File: src/rtl/pipe_skid_reg.sv
// pipe_skid_reg: two-entry skid-buffered pipeline register for an in-order
// pipeline stage boundary (e.g. IF/ID). It carries a payload plus a control
// bundle and presents a NOP bubble whenever it holds nothing.
//
// in_ready comes straight from a flop, so there is no combinational path
// from out_ready to in_ready. The skid entry catches the one word that
// upstream may still push in the cycle a stall first appears.
//
// Optional feature: define PIPE_STALL_CNT_EN to build a saturating counter of
// downstream-stall cycles. The counter is visible on stall_cnt and is cleared
// only by rst. When the macro is undefined, stall_cnt is tied to zero and no
// counter logic exists.
//
// state | meaning
// ------+-------------------------------------------------------------
// EMPTY | nothing held, bubble presented, occupancy 0
// ONE   | main register holds the presented entry, occupancy 1
// FULL  | main presented, skid holds the next entry, in_ready low, occupancy 2

module pipe_skid_reg #(
    parameter int                 DATA_W      = 64,
    parameter int                 CTRL_W      = 16,
    parameter logic [DATA_W-1:0]  BUBBLE_DATA = {32'h0, 32'h00000013},
    parameter int                 CNT_W       = 16
) (
    input  logic              clk,
    input  logic              rst,
    input  logic              flush,
    input  logic              in_valid,
    output logic              in_ready,
    input  logic [DATA_W-1:0] in_data,
    input  logic [CTRL_W-1:0] in_ctrl,
    output logic              out_valid,
    input  logic              out_ready,
    output logic [DATA_W-1:0] out_data,
    output logic [CTRL_W-1:0] out_ctrl,
    output logic [1:0]        occupancy,
    output logic [CNT_W-1:0]  stall_cnt
);

    // The state encoding equals the entry count, so occupancy is the state itself.
    localparam logic [1:0] EMPTY = 2'd0;
    localparam logic [1:0] ONE   = 2'd1;
    localparam logic [1:0] FULL  = 2'd2;

    logic [1:0]        state;
    logic [1:0]        state_nxt;
    logic              in_ready_r;
    logic [DATA_W-1:0] main_data;
    logic [CTRL_W-1:0] main_ctrl;
    logic [DATA_W-1:0] skid_data;
    logic [CTRL_W-1:0] skid_ctrl;

    logic in_fire;
    logic out_fire;
    logic load_main_in;
    logic load_main_skid;
    logic load_skid;

    assign in_fire  = in_valid & in_ready_r;
    assign out_fire = out_valid & out_ready;

    // Next-state and register-load selection; flush overrides every handshake.
    always_comb begin
        state_nxt      = state;
        load_main_in   = 1'b0;
        load_main_skid = 1'b0;
        load_skid      = 1'b0;
        case (state)
            EMPTY: begin
                if (in_fire) begin
                    state_nxt    = ONE;
                    load_main_in = 1'b1;
                end
            end
            ONE: begin
                if (in_fire && out_fire) begin
                    load_main_in = 1'b1;
                end else if (in_fire) begin
                    state_nxt = FULL;
                    load_skid = 1'b1;
                end else if (out_fire) begin
                    state_nxt = EMPTY;
                end
            end
            FULL: begin
                if (out_fire) begin
                    state_nxt      = ONE;
                    load_main_skid = 1'b1;
                end
            end
            default: begin
                state_nxt = EMPTY;
            end
        endcase
        if (flush) begin
            state_nxt      = EMPTY;
            load_main_in   = 1'b0;
            load_main_skid = 1'b0;
            load_skid      = 1'b0;
        end
    end

    // State and registered in_ready; rst wins over flush.
    always_ff @(posedge clk) begin
        if (rst) begin
            state      <= EMPTY;
            in_ready_r <= 1'b1;
        end else begin
            state      <= state_nxt;
            in_ready_r <= (state_nxt != FULL);
        end
    end

    // Main register: loads from input or promotes the skid entry.
    always_ff @(posedge clk) begin
        if (rst || flush) begin
            main_data <= BUBBLE_DATA;
            main_ctrl <= '0;
        end else if (load_main_in) begin
            main_data <= in_data;
            main_ctrl <= in_ctrl;
        end else if (load_main_skid) begin
            main_data <= skid_data;
            main_ctrl <= skid_ctrl;
        end
    end

    // Skid register: catches the word accepted while the output is stalled.
    always_ff @(posedge clk) begin
        if (rst || flush) begin
            skid_data <= BUBBLE_DATA;
            skid_ctrl <= '0;
        end else if (load_skid) begin
            skid_data <= in_data;
            skid_ctrl <= in_ctrl;
        end
    end

    assign in_ready  = in_ready_r;
    assign out_valid = (state != EMPTY);
    assign out_data  = out_valid ? main_data : BUBBLE_DATA;
    assign out_ctrl  = out_valid ? main_ctrl : '0;
    assign occupancy = state;

`ifdef PIPE_STALL_CNT_EN
    logic [CNT_W-1:0] stall_cnt_r;

    // Saturating count of cycles where a presented entry is held off downstream.
    always_ff @(posedge clk) begin
        if (rst) begin
            stall_cnt_r <= '0;
        end else if (out_valid && !out_ready && (stall_cnt_r != '1)) begin
            stall_cnt_r <= stall_cnt_r + CNT_W'(1);
        end
    end

    assign stall_cnt = stall_cnt_r;
`else
    assign stall_cnt = '0;
`endif

endmodule

File: config.mk
export PLATFORM = sky130hd
export DESIGN_NAME = pipe_skid_reg
export DESIGN_NICKNAME = d
export VERILOG_FILES = /design/src/rtl/pipe_skid_reg.sv
export SDC_FILE = /design/constraint.sdc
export NUM_CORES = 1
export LEC_CHECK = 0
export ABC_AREA = 1
export CORE_MARGIN = 2
export CORE_UTILIZATION = 51
export DETAILED_ROUTE_END_ITERATION = 8
export GPL_ROUTABILITY_DRIVEN = 0
export PLACE_DENSITY_LB_ADDON = 0.3
export SLEW_MARGIN = 0
export SYNTH_ARGS = -nofsm -noshare
export SYNTH_HDL_FRONTEND = slang
export SYNTH_SLANG_ARGS = --single-unit
export TNS_END_PERCENT = 20
File: constraint.sdc
create_clock -name clk -period 1.7 [get_ports clk]
set_input_delay 0.34 -clock clk [delete_from_list [all_inputs] [get_ports clk]]
set_output_delay 0.34 -clock clk [all_outputs]
set_load 0.01 [all_outputs]
# Word level (Yosys, flattened, before mapping)
# Cells that the tools add are included.
word_totals:
  reg_bits: 163
  input_bits: 85
  out_inout_bits: 100
  word_cells: 39
classes:
  eq_ne: 3
  mux: 23
  bitwise_logic: 2
  reduce_logical: 5
op_table:
  columns: ["op", "count"]
  rows:
  - ["2-to-1 mux 64 bit", 3]
  - ["2-to-1 mux 16 bit", 3]
  - ["2-to-1 mux 2 bit", 6]
  - ["2-to-1 mux 1 bit", 9]
  - ["case mux 2 bit (3 select lines)", 1]
  - ["nonzero test 2 bit", 2]
  - ["AND 1 bit", 2]
  - ["== test 2 x 1 -> 1 bit, second input constant", 1]
  - ["== test 2 bit, second input constant", 1]
  - ["zero test 2 bit", 1]
  - ["inequality test 2 bit, second input constant", 1]
  - ["case mux 1 bit (2 select lines)", 1]
  - ["logical AND 1 bit", 1]
  - ["logical OR 1 bit", 1]

# Depth between registers and ports, before layout
depth:
  depth_word: 8
  ltp_mapped: 10

# Worst setup path after synthesis
# No wires, ideal clock.
synth_path:
  path_type: "register to output"
  startpoint: "reg state[1], in the netlist occupancy[1]"
  endpoint: "out out_data[0]"
  t_arrival_ns: 1.249
  required_time_ns: 1.360
  slack_ns: 0.111
  path_stages_with_launch: 6
  n_path_buf: 1
  cell_sequence: "dfxtp_1 inv_1 nand2_1 inv_2 clkbuf_1 or2_2"
synth_between:
  elab_chain_len: 2
synth_lines:
  columns: ["element", "line", "source"]
  rows:
  - ["start: declaration", "46", "logic [1:0] state;"]
  - ["start signal: assignment", "110", "state <= state_nxt;"]
  - ["nonzero test 2 bit", "141", "assign out_valid = (state != EMPTY);"]
  - ["net out_valid", "33", "output logic out_valid,"]
  - ["2-to-1 mux 64 bit", "142", "assign out_data = out_valid ? main_data : BUBBLE_DATA;"]
  - ["end: declaration", "35", "output logic [DATA_W-1:0] out_data,"]
# The timed path passes the listed nets, and every way through them passes these cells.

# Worst setup path in the final report
layout_path:
  startpoint: "reg state[1], in the netlist occupancy[1]"
  endpoint: "out out_data[1]"
layout_between:
  elab_chain_len: 2
layout_lines:
  columns: ["element", "line"]
  rows:
  - ["nonzero test 2 bit", "141"]
  - ["2-to-1 mux 64 bit", "142"]
# Every way passes these cells.

==> metrics <==
clock buffer count from CTS 17; CTS Buffer Depth 2; Sink Count 163; DPL Wire Length 14600 µm; GRT Util Overall 25.8%; clock root buffer master sky130_fd_sc_hd__clkbuf_16; post-route fraction of the period consumed by the critical path 107%; Critical Setup Path Class register to output port; number of levels the H-tree was split into 4; latest clock arrival within the worst-skew pair 0.43 ns; synthesized area per cell 6.28 µm²; die span in x 132 µm; startpoint types register; FF-to-FF path depth 10; largest clock skew in the final design 0.00858 ns; post-route DRC violation count 0; fraction of final layout cells sized beyond drive strength 1 15.5%; initial cell density of the core 52.3%; final standard cell utilization of the core 70.4%; number of design-rule violations left by the first detailed-router iteration 688; fraction of synthesized cell area taken by the top area cell type 39.1%; worst-path fanout max 5; power density over cell area 864 nW/µm²; antenna violations before repair 0; Routed Wire Length 22300 µm; port bufs 168; Clock transition at path regs 0.06 ns; Max Clock Freq 0.548 GHz; I/O pin total 185; routed vias/inst 4.85; FF+latch count, synth 163; final setup fails 67; maximum vdd ir drop 745 µV; cell count of the worst hold path 2; Pre-Repair DR Iteration Count 5; count of yosys warnings during synthesis 0; wire length per cell 12.9 µm; register area share after synthesis 39.1%; Leakage Power 5.83 nW; final worst-path setup slack -0.124 ns; worst min-delay path class register to register; # rows 46; DIE AREA 17400 µm²; count of endpoints failing hold in the final timing report 0; core area 15900 µm²; number of diodes 0; max cap viols 0; element type at the critical path end output port; wire length of the first global-routing pass 37100 µm; total overflow reported by the global router 0; Vias 8391; Max Transition Viols Final 0; clock tree from TritonCTS built; violations in the final reports negative setup slack; gate count of the mapped netlist 1327; crit path DAT 1.48 ns; RSZ-0062 raised after global routing true; time the worst path needs with I/O delays and setup 1.82 ns; Netlist Area Pre-Place 8340 µm²; maximum number of pins on one net before global-route repair 45; area growth from synthesis to layout 34.5%; antenna violation net count after detailed routing 0; Post-Route Setup TNS -2.09 ns; result of the run finished with violations; vias in the first global route 7669; die extent in y 132 µm; net total in the final layout 1585; Req. time, crit path 1.36 ns; Unique masters post-synth 21; worst hold margin 0.463 ns; leading post-synthesis cells by cell area sky130_fd_sc_hd__dfxtp_1 39%, sky130_fd_sc_hd__nand2_1 14%, sky130_fd_sc_hd__nor2_1 14%; count of hold buffers inserted by post-cts repair 0; top cell type by total area after synthesis sky130_fd_sc_hd__dfxtp_1
## layer usage
metal | track usage (%) | wire, µm | vias up
met4 | 10.2 | 514 | 0
li1 | - | - | 4336
met2 | 43.5 | 10800 | 254
met5 | 0 | 0 | -
met3 | 4.92 | 1270 | 37
met1 | 32.6 | 9780 | 3764
## registers in the layout, indices dropped and copies added, names as in the netlist
name / count
main_data: 64
skid_data: 64
main_ctrl: 16
skid_ctrl: 16
occupancy: 2
in_ready: 1
## stage by stage
stage	setup WS, ns	instances	total power [mW]	instance area [µm²]
after floorplan	0.111	1342	4.80	8390
after global placement	-0.163	1690	5.41	10700
after detailed placement	-0.225	1690	5.42	10700
after CTS	-0.161	1726	9.72	11100
after global routing	-0.171	1729	10.1	11200
final	-0.124	1729	9.69	11200
## where the power goes
group / total [mW] / switching (mW) / internal, mW
clock: 4.27 / 1.58 / 2.69
sequential: 3.95 / 0.0302 / 3.92
combinational: 1.47 / 0.801 / 0.672
total: 9.69 / 2.41 / 7.28
## worst max-delay path: stages, from the launching register on
cell	delay, ns
sky130_fd_sc_hd__dfxtp_2	0.33
sky130_fd_sc_hd__inv_2	0.05
sky130_fd_sc_hd__nand2_4	0.11
sky130_fd_sc_hd__clkinvlp_4	0.17
sky130_fd_sc_hd__or2_4	0.29
sky130_fd_sc_hd__buf_6	0.12
## cells by family after synthesis
family	Yosys count	share of synthesized area [%]
XOR/XNOR	1	0.105
buffers and inverters	272	14.3
other	1	0.0450
flip-flops	163	39.1
AO/OA/AOI/OAI	84	5.04
AND/OR/NAND/NOR	806	41.4
## worst paths after layout
kind / from / to / slack (ns)
worst min-delay path: skid_data[1] / skid_data[1] / 0.46
worst max-delay path: occupancy[1] / out_data[1] / -0.12
worst max register to register: occupancy[1] / main_data[21] / 0.11
worst min register to register: skid_data[1] / skid_data[1] / 0.46
## layout make-up
| class | count | area, µm² |
|---|---|---|
| inverters | 165 | 627 |
| flip-flops and latches | 163 | 3270 |
| repair inverters | 1 | 7.51 |
| fillers | 1386 | 4730 |
| multi-input cells | 907 | 4080 |
| clock buffers | 20 | 457 |
| repair buffers | 245 | 2310 |
| clock inverters | 12 | 203 |
| well taps | 216 | 270 |
## cells in the mapped netlist, drive strengths merged
library cell	count
a21oi	2
nand3	92
nor3	1
inv	165
xor2	1
o21ai	82
dfxtp	163
conb	1
clkbuf	51
buf	56
nand3b	75
nand4	3
or2	3
nand2	321
nor2	311
## repair_timing
item | in CTS | in global routing
cloned | 2 | 0
setup endpoints to repair | 83 | 91
setup buffers | 2 | 3
resized for setup | 359 | 27
pin swaps | 1 | 5
## placed cells by master (no fill, tap or decap), types with 2 or more instances in the layout
cell,n
sky130_fd_sc_hd__buf_2,75
sky130_fd_sc_hd__clkdlybuf4s50_1,84
sky130_fd_sc_hd__clkbuf_8,2
sky130_fd_sc_hd__clkinvlp_4,5
sky130_fd_sc_hd__inv_1,159
sky130_fd_sc_hd__clkbuf_16,17
sky130_fd_sc_hd__dlygate4sd2_1,2
sky130_fd_sc_hd__nor2_2,22
sky130_fd_sc_hd__nand2_1,318
sky130_fd_sc_hd__nand2_4,2
sky130_fd_sc_hd__buf_6,7
sky130_fd_sc_hd__or2_4,3
sky130_fd_sc_hd__o21ai_0,75
sky130_fd_sc_hd__buf_12,31
sky130_fd_sc_hd__conb_1,16
sky130_fd_sc_hd__dfxtp_1,161
sky130_fd_sc_hd__a21oi_1,2
sky130_fd_sc_hd__buf_4,43
sky130_fd_sc_hd__nand4_1,3
sky130_fd_sc_hd__nand3b_1,75
sky130_fd_sc_hd__inv_2,5
sky130_fd_sc_hd__dfxtp_2,2
sky130_fd_sc_hd__nor2_1,283
sky130_fd_sc_hd__o21ai_1,7
sky130_fd_sc_hd__nor2_4,6
sky130_fd_sc_hd__nand3_1,91
sky130_fd_sc_hd__bufinv_16,5
No activity file was read; power rests on OpenSTA's default activity.
==> edit 1: new RTL, same flow settings <==
Set the parameter `DATA_W` to 68 (it was 64).
--- a/src/rtl/pipe_skid_reg.sv
+++ b/src/rtl/pipe_skid_reg.sv
@@ -18,7 +18,7 @@
 // FULL  | main presented, skid holds the next entry, in_ready low, occupancy 2
 
 module pipe_skid_reg #(
-    parameter int                 DATA_W      = 64,
+    parameter int                 DATA_W      = 68,
     parameter int                 CTRL_W      = 16,
     parameter logic [DATA_W-1:0]  BUBBLE_DATA = {32'h0, 32'h00000013},
     parameter int                 CNT_W       = 16
Interface: changed (resized in_data and out_data); port bits go from 185 to 193. The function was not compared with the original's and may differ.
==> edit 1 against the original RTL <==
The flow still finishes with violations (setup timing); wire length increased by 8.2%; total power increased by 2.5%; setup slack improved by 0.033 ns; sequential cell count increased by 8; first-iteration DRC count increased by 2.9%; area after synthesis increased by 6.0%; cell count increased by 4.0%; final area increased by 5.3%; largest power group unchanged.
==> edit 1: results (changes against the original RTL) <==
[global_routing]
grt_max_degree=63  ; +40%
grt_use_total_pct=25.10  ; -0.69 points
grt_pass1_wl_um=37660  ; +1.6%
gr-usage-met3_pct=4.302  ; -0.62 points
grt_pass1_vias=7903  ; +3.1%

[final_layout]
multi_input_comb_cells=951  ; +4.9%
seq_cell_count=171  ; +4.9%
fillerInstances=1474  ; +6.3%
drive_gt1_share_pct=16.77  ; +1.3 points

[power]
seq_power_mw=4.14  ; +5%
finalPower_mw=9.936  ; +2.5%
peakVddDrop_mv=0.6977  ; -6.4%

[detailed_routing]
viasPerCell=4.983  ; +2.7%
met1Wirelength_um=10580  ; +8.2%
routed-wl-met3_um=1572  ; +24%
wl_met2_um=11740  ; +8.9%

[placement]
dp_hpwl_um=14840  ; +1.5%
port_buffers=176  ; +4.8%

[worst_setup_path]
arrival_ns=1.45  ; -0.03 ns

[status]
violations=setup timing
status=finished with violations

[timing]
setup_viol=80  ; +19%
setup_ws_ns=-0.09033  ; +0.03328 ns

[cts]
cts_resized=358  ; -0.28%

[synthesis]
ys_types=24  ; +14%

## edit 1: per-stage QoR
stage | instance area [um^2] | setup WS (ns)
2_1_floorplan | 8895 | 0.02746
3_3_place_gp | 11130 | -0.1408
3_5_place_dp | 11130 | -0.1750
4_1_cts | 11420 | -0.1876
5_1_grt | 11820 | -0.1357
6_report | 11820 | -0.09033
## edit 1: worst register-to-register path: cells and delay by family, from the launching register on
family | cells | cell delay, ns
buffers and inverters | 4 | 0.54
flip-flops | 1 | 0.34
AND/OR/NAND/NOR | 5 | 0.59
## edit 1: path summary, 6_finish.rpt
| check | startpoint | to | slack (ns) | cells past startpoint |
|---|---|---|---|---|
| setup reg to reg | occupancy[1] | main_ctrl[5] | 0.17 | 9 |
| hold reg to reg | skid_data[1] | skid_data[1] | 0.46 | 2 |
| setup / recovery | occupancy[0] | out_data[12] | -0.09 | 6 |
| hold / removal | skid_data[1] | skid_data[1] | 0.46 | 2 |
==> edit 2: new RTL, same flow settings <==
Without the edit above. Add a define of `PIPE_STALL_CNT_EN`.
--- a/src/rtl/pipe_skid_reg.sv
+++ b/src/rtl/pipe_skid_reg.sv
@@ -16,6 +16,8 @@
 // EMPTY | nothing held, bubble presented, occupancy 0
 // ONE   | main register holds the presented entry, occupancy 1
 // FULL  | main presented, skid holds the next entry, in_ready low, occupancy 2
+
+`define PIPE_STALL_CNT_EN
 
 module pipe_skid_reg #(
     parameter int                 DATA_W      = 64,
Check against the original RTL: not equivalent (a bounded check fails within 4 cycles, from zero or initial values and one cycle with rst high).
==> edit 2 against the original RTL <==
The flow still finishes with violations (setup timing); cell count fell by 12%; total power fell by 6.9%; final area fell by 3.2%; worst hold slack got worse by 0.0026 ns; setup slack got worse by 0.064 ns; area after synthesis fell by 6.7%; via count fell by 6.6%; wire length fell by 4.4%; sequential cell count rose by 16; largest power group is now sequential cells.
==> edit 2: results (changes against the original RTL) <==
[status]
status=finished with violations
violations=setup timing

[worst_setup_path]
critPathMaxFanout=8  ; +3
r2r_slack_ns=-0.06  ; -0.17 ns

[global_routing]
grt_use_total_pct=25.70  ; -0.090 points
grt_pass1_wl_um=33970  ; -8.3%
grt_pass1_vias=7031  ; -8.3%
grt_max_degree=68  ; +51%

[cts]
clk_path_buf_depth=2  ; unchanged

[placement]
port_buffers=184  ; +9.5%
dp_hpwl_um=12660  ; -13%
pre_cts_slack_ns=-0.1677  ; +0.05704 ns
dpl-instance-area_um2=10010  ; -6.5%

[synthesis]
ys_top_cells_by_area=dfxtp_1 46%, nand2_1 22%, a31oi_1 6.2%
synth-xor-area-share_pct=0.6757  ; +0.57 points
syn_avg_cell_area_um2=6.969  ; +11%
ys_seq_area_share_pct=46.07  ; +6.9 points
synth_ff_type=dfxtp_1
synth.mux.area_fraction_pct=0  ; unchanged
synth_top_cells_by_count=454 x nand2_1, 179 x dfxtp_1, 102 x nor2_1
ys_types=27  ; +29%
synth-compound-area-share_pct=12.29  ; +7.2 points

[final_layout]
drive_gt1_share_pct=18.84  ; +3.4 points
nets=1405  ; -11%

[power]
p_switching_mw=2.040  ; -15%
cellLeakagePower_nw=3.986  ; -32%
peakVddDrop_mv=1.021  ; +37%

[detailed_routing]
viasPerCell=5.158  ; +6.3%
dr_total_vias=7840  ; -6.6%
drt_iter0_markers=777  ; +13%
dr.pass1.iters=8  ; +3

[timing]
tns_ns=-6.423  ; -4.328 ns
finClkSkew_ns=0.006973  ; -0.001603 ns
whs_ns=0.4608  ; -0.002604 ns
setup_ws_ns=-0.1876  ; -0.06402 ns
setup_viol=89  ; +33%

-- edit 2: cell types whose count changed after synthesis, moves of 24 or more --
cell	before	now
a31oi_1	0	77
nand3_1	92	14
inv_1	162	94
clkbuf_1	51	26
nand2_1	321	454
o21ai_0	75	0
nor2_1	309	102
buf_4	24	0
nand3b_1	75	1
a21oi_1	2	90
-- edit 2: routing by layer --
metal  GRT usage [%]  vias up  part of all wire, %
li1                -     3915                    -
met1           33.02     3590                   42
met2           43.44      310                   49
met3           6.198       25                  7.9
met4           6.787        0                  1.2
met5               0        -                    0
-- edit 2: final timing paths --
check / depth (start not counted) / to / startpoint
setup / recovery: 7 / out_data[37] / occupancy[1]
hold / removal: 2 / skid_data[8] / skid_data[8]
setup reg to reg: 11 / stall_cnt[14] / occupancy[1]
hold reg to reg: 2 / skid_data[8] / skid_data[8]
-- edit 2: cell type report --
cell class,count,area (um^2)
fill,1163,4174
tap,188,235.2
timing repair buffer,251,2485
inverter,100,384.1
multi-input combinational,770,3581
clock inverter,10,133.9
sequential,179,3596
clock buffer,22,444.2
-- edit 2: timing repair --
action                                  CTS  global route
pin swaps                                 6             4
gates cloned                              5             0
gates resized for setup                 390            65
endpoints found under the hold margin     0             0
endpoints found under the setup margin   98           103
buffers inserted                          9             8
-- edit 2: power groups by stage --
stage	combinational, mW	sequential (mW)	clock (mW)
final	0.859	4.27	3.88
after global routing	0.916	4.28	4.12
after CTS	0.817	4.27	3.93
after detailed placement	0.713	4.37	0
after global placement	0.712	4.36	0
after floorplan	0.318	4.36	0
-- edit 2: critical path: cells and delay by family, from the launching register on --
family / cells / cell delay [ns]
buf+inv: 5 / 0.63
flops: 1 / 0.33
simple gates: 2 / 0.18
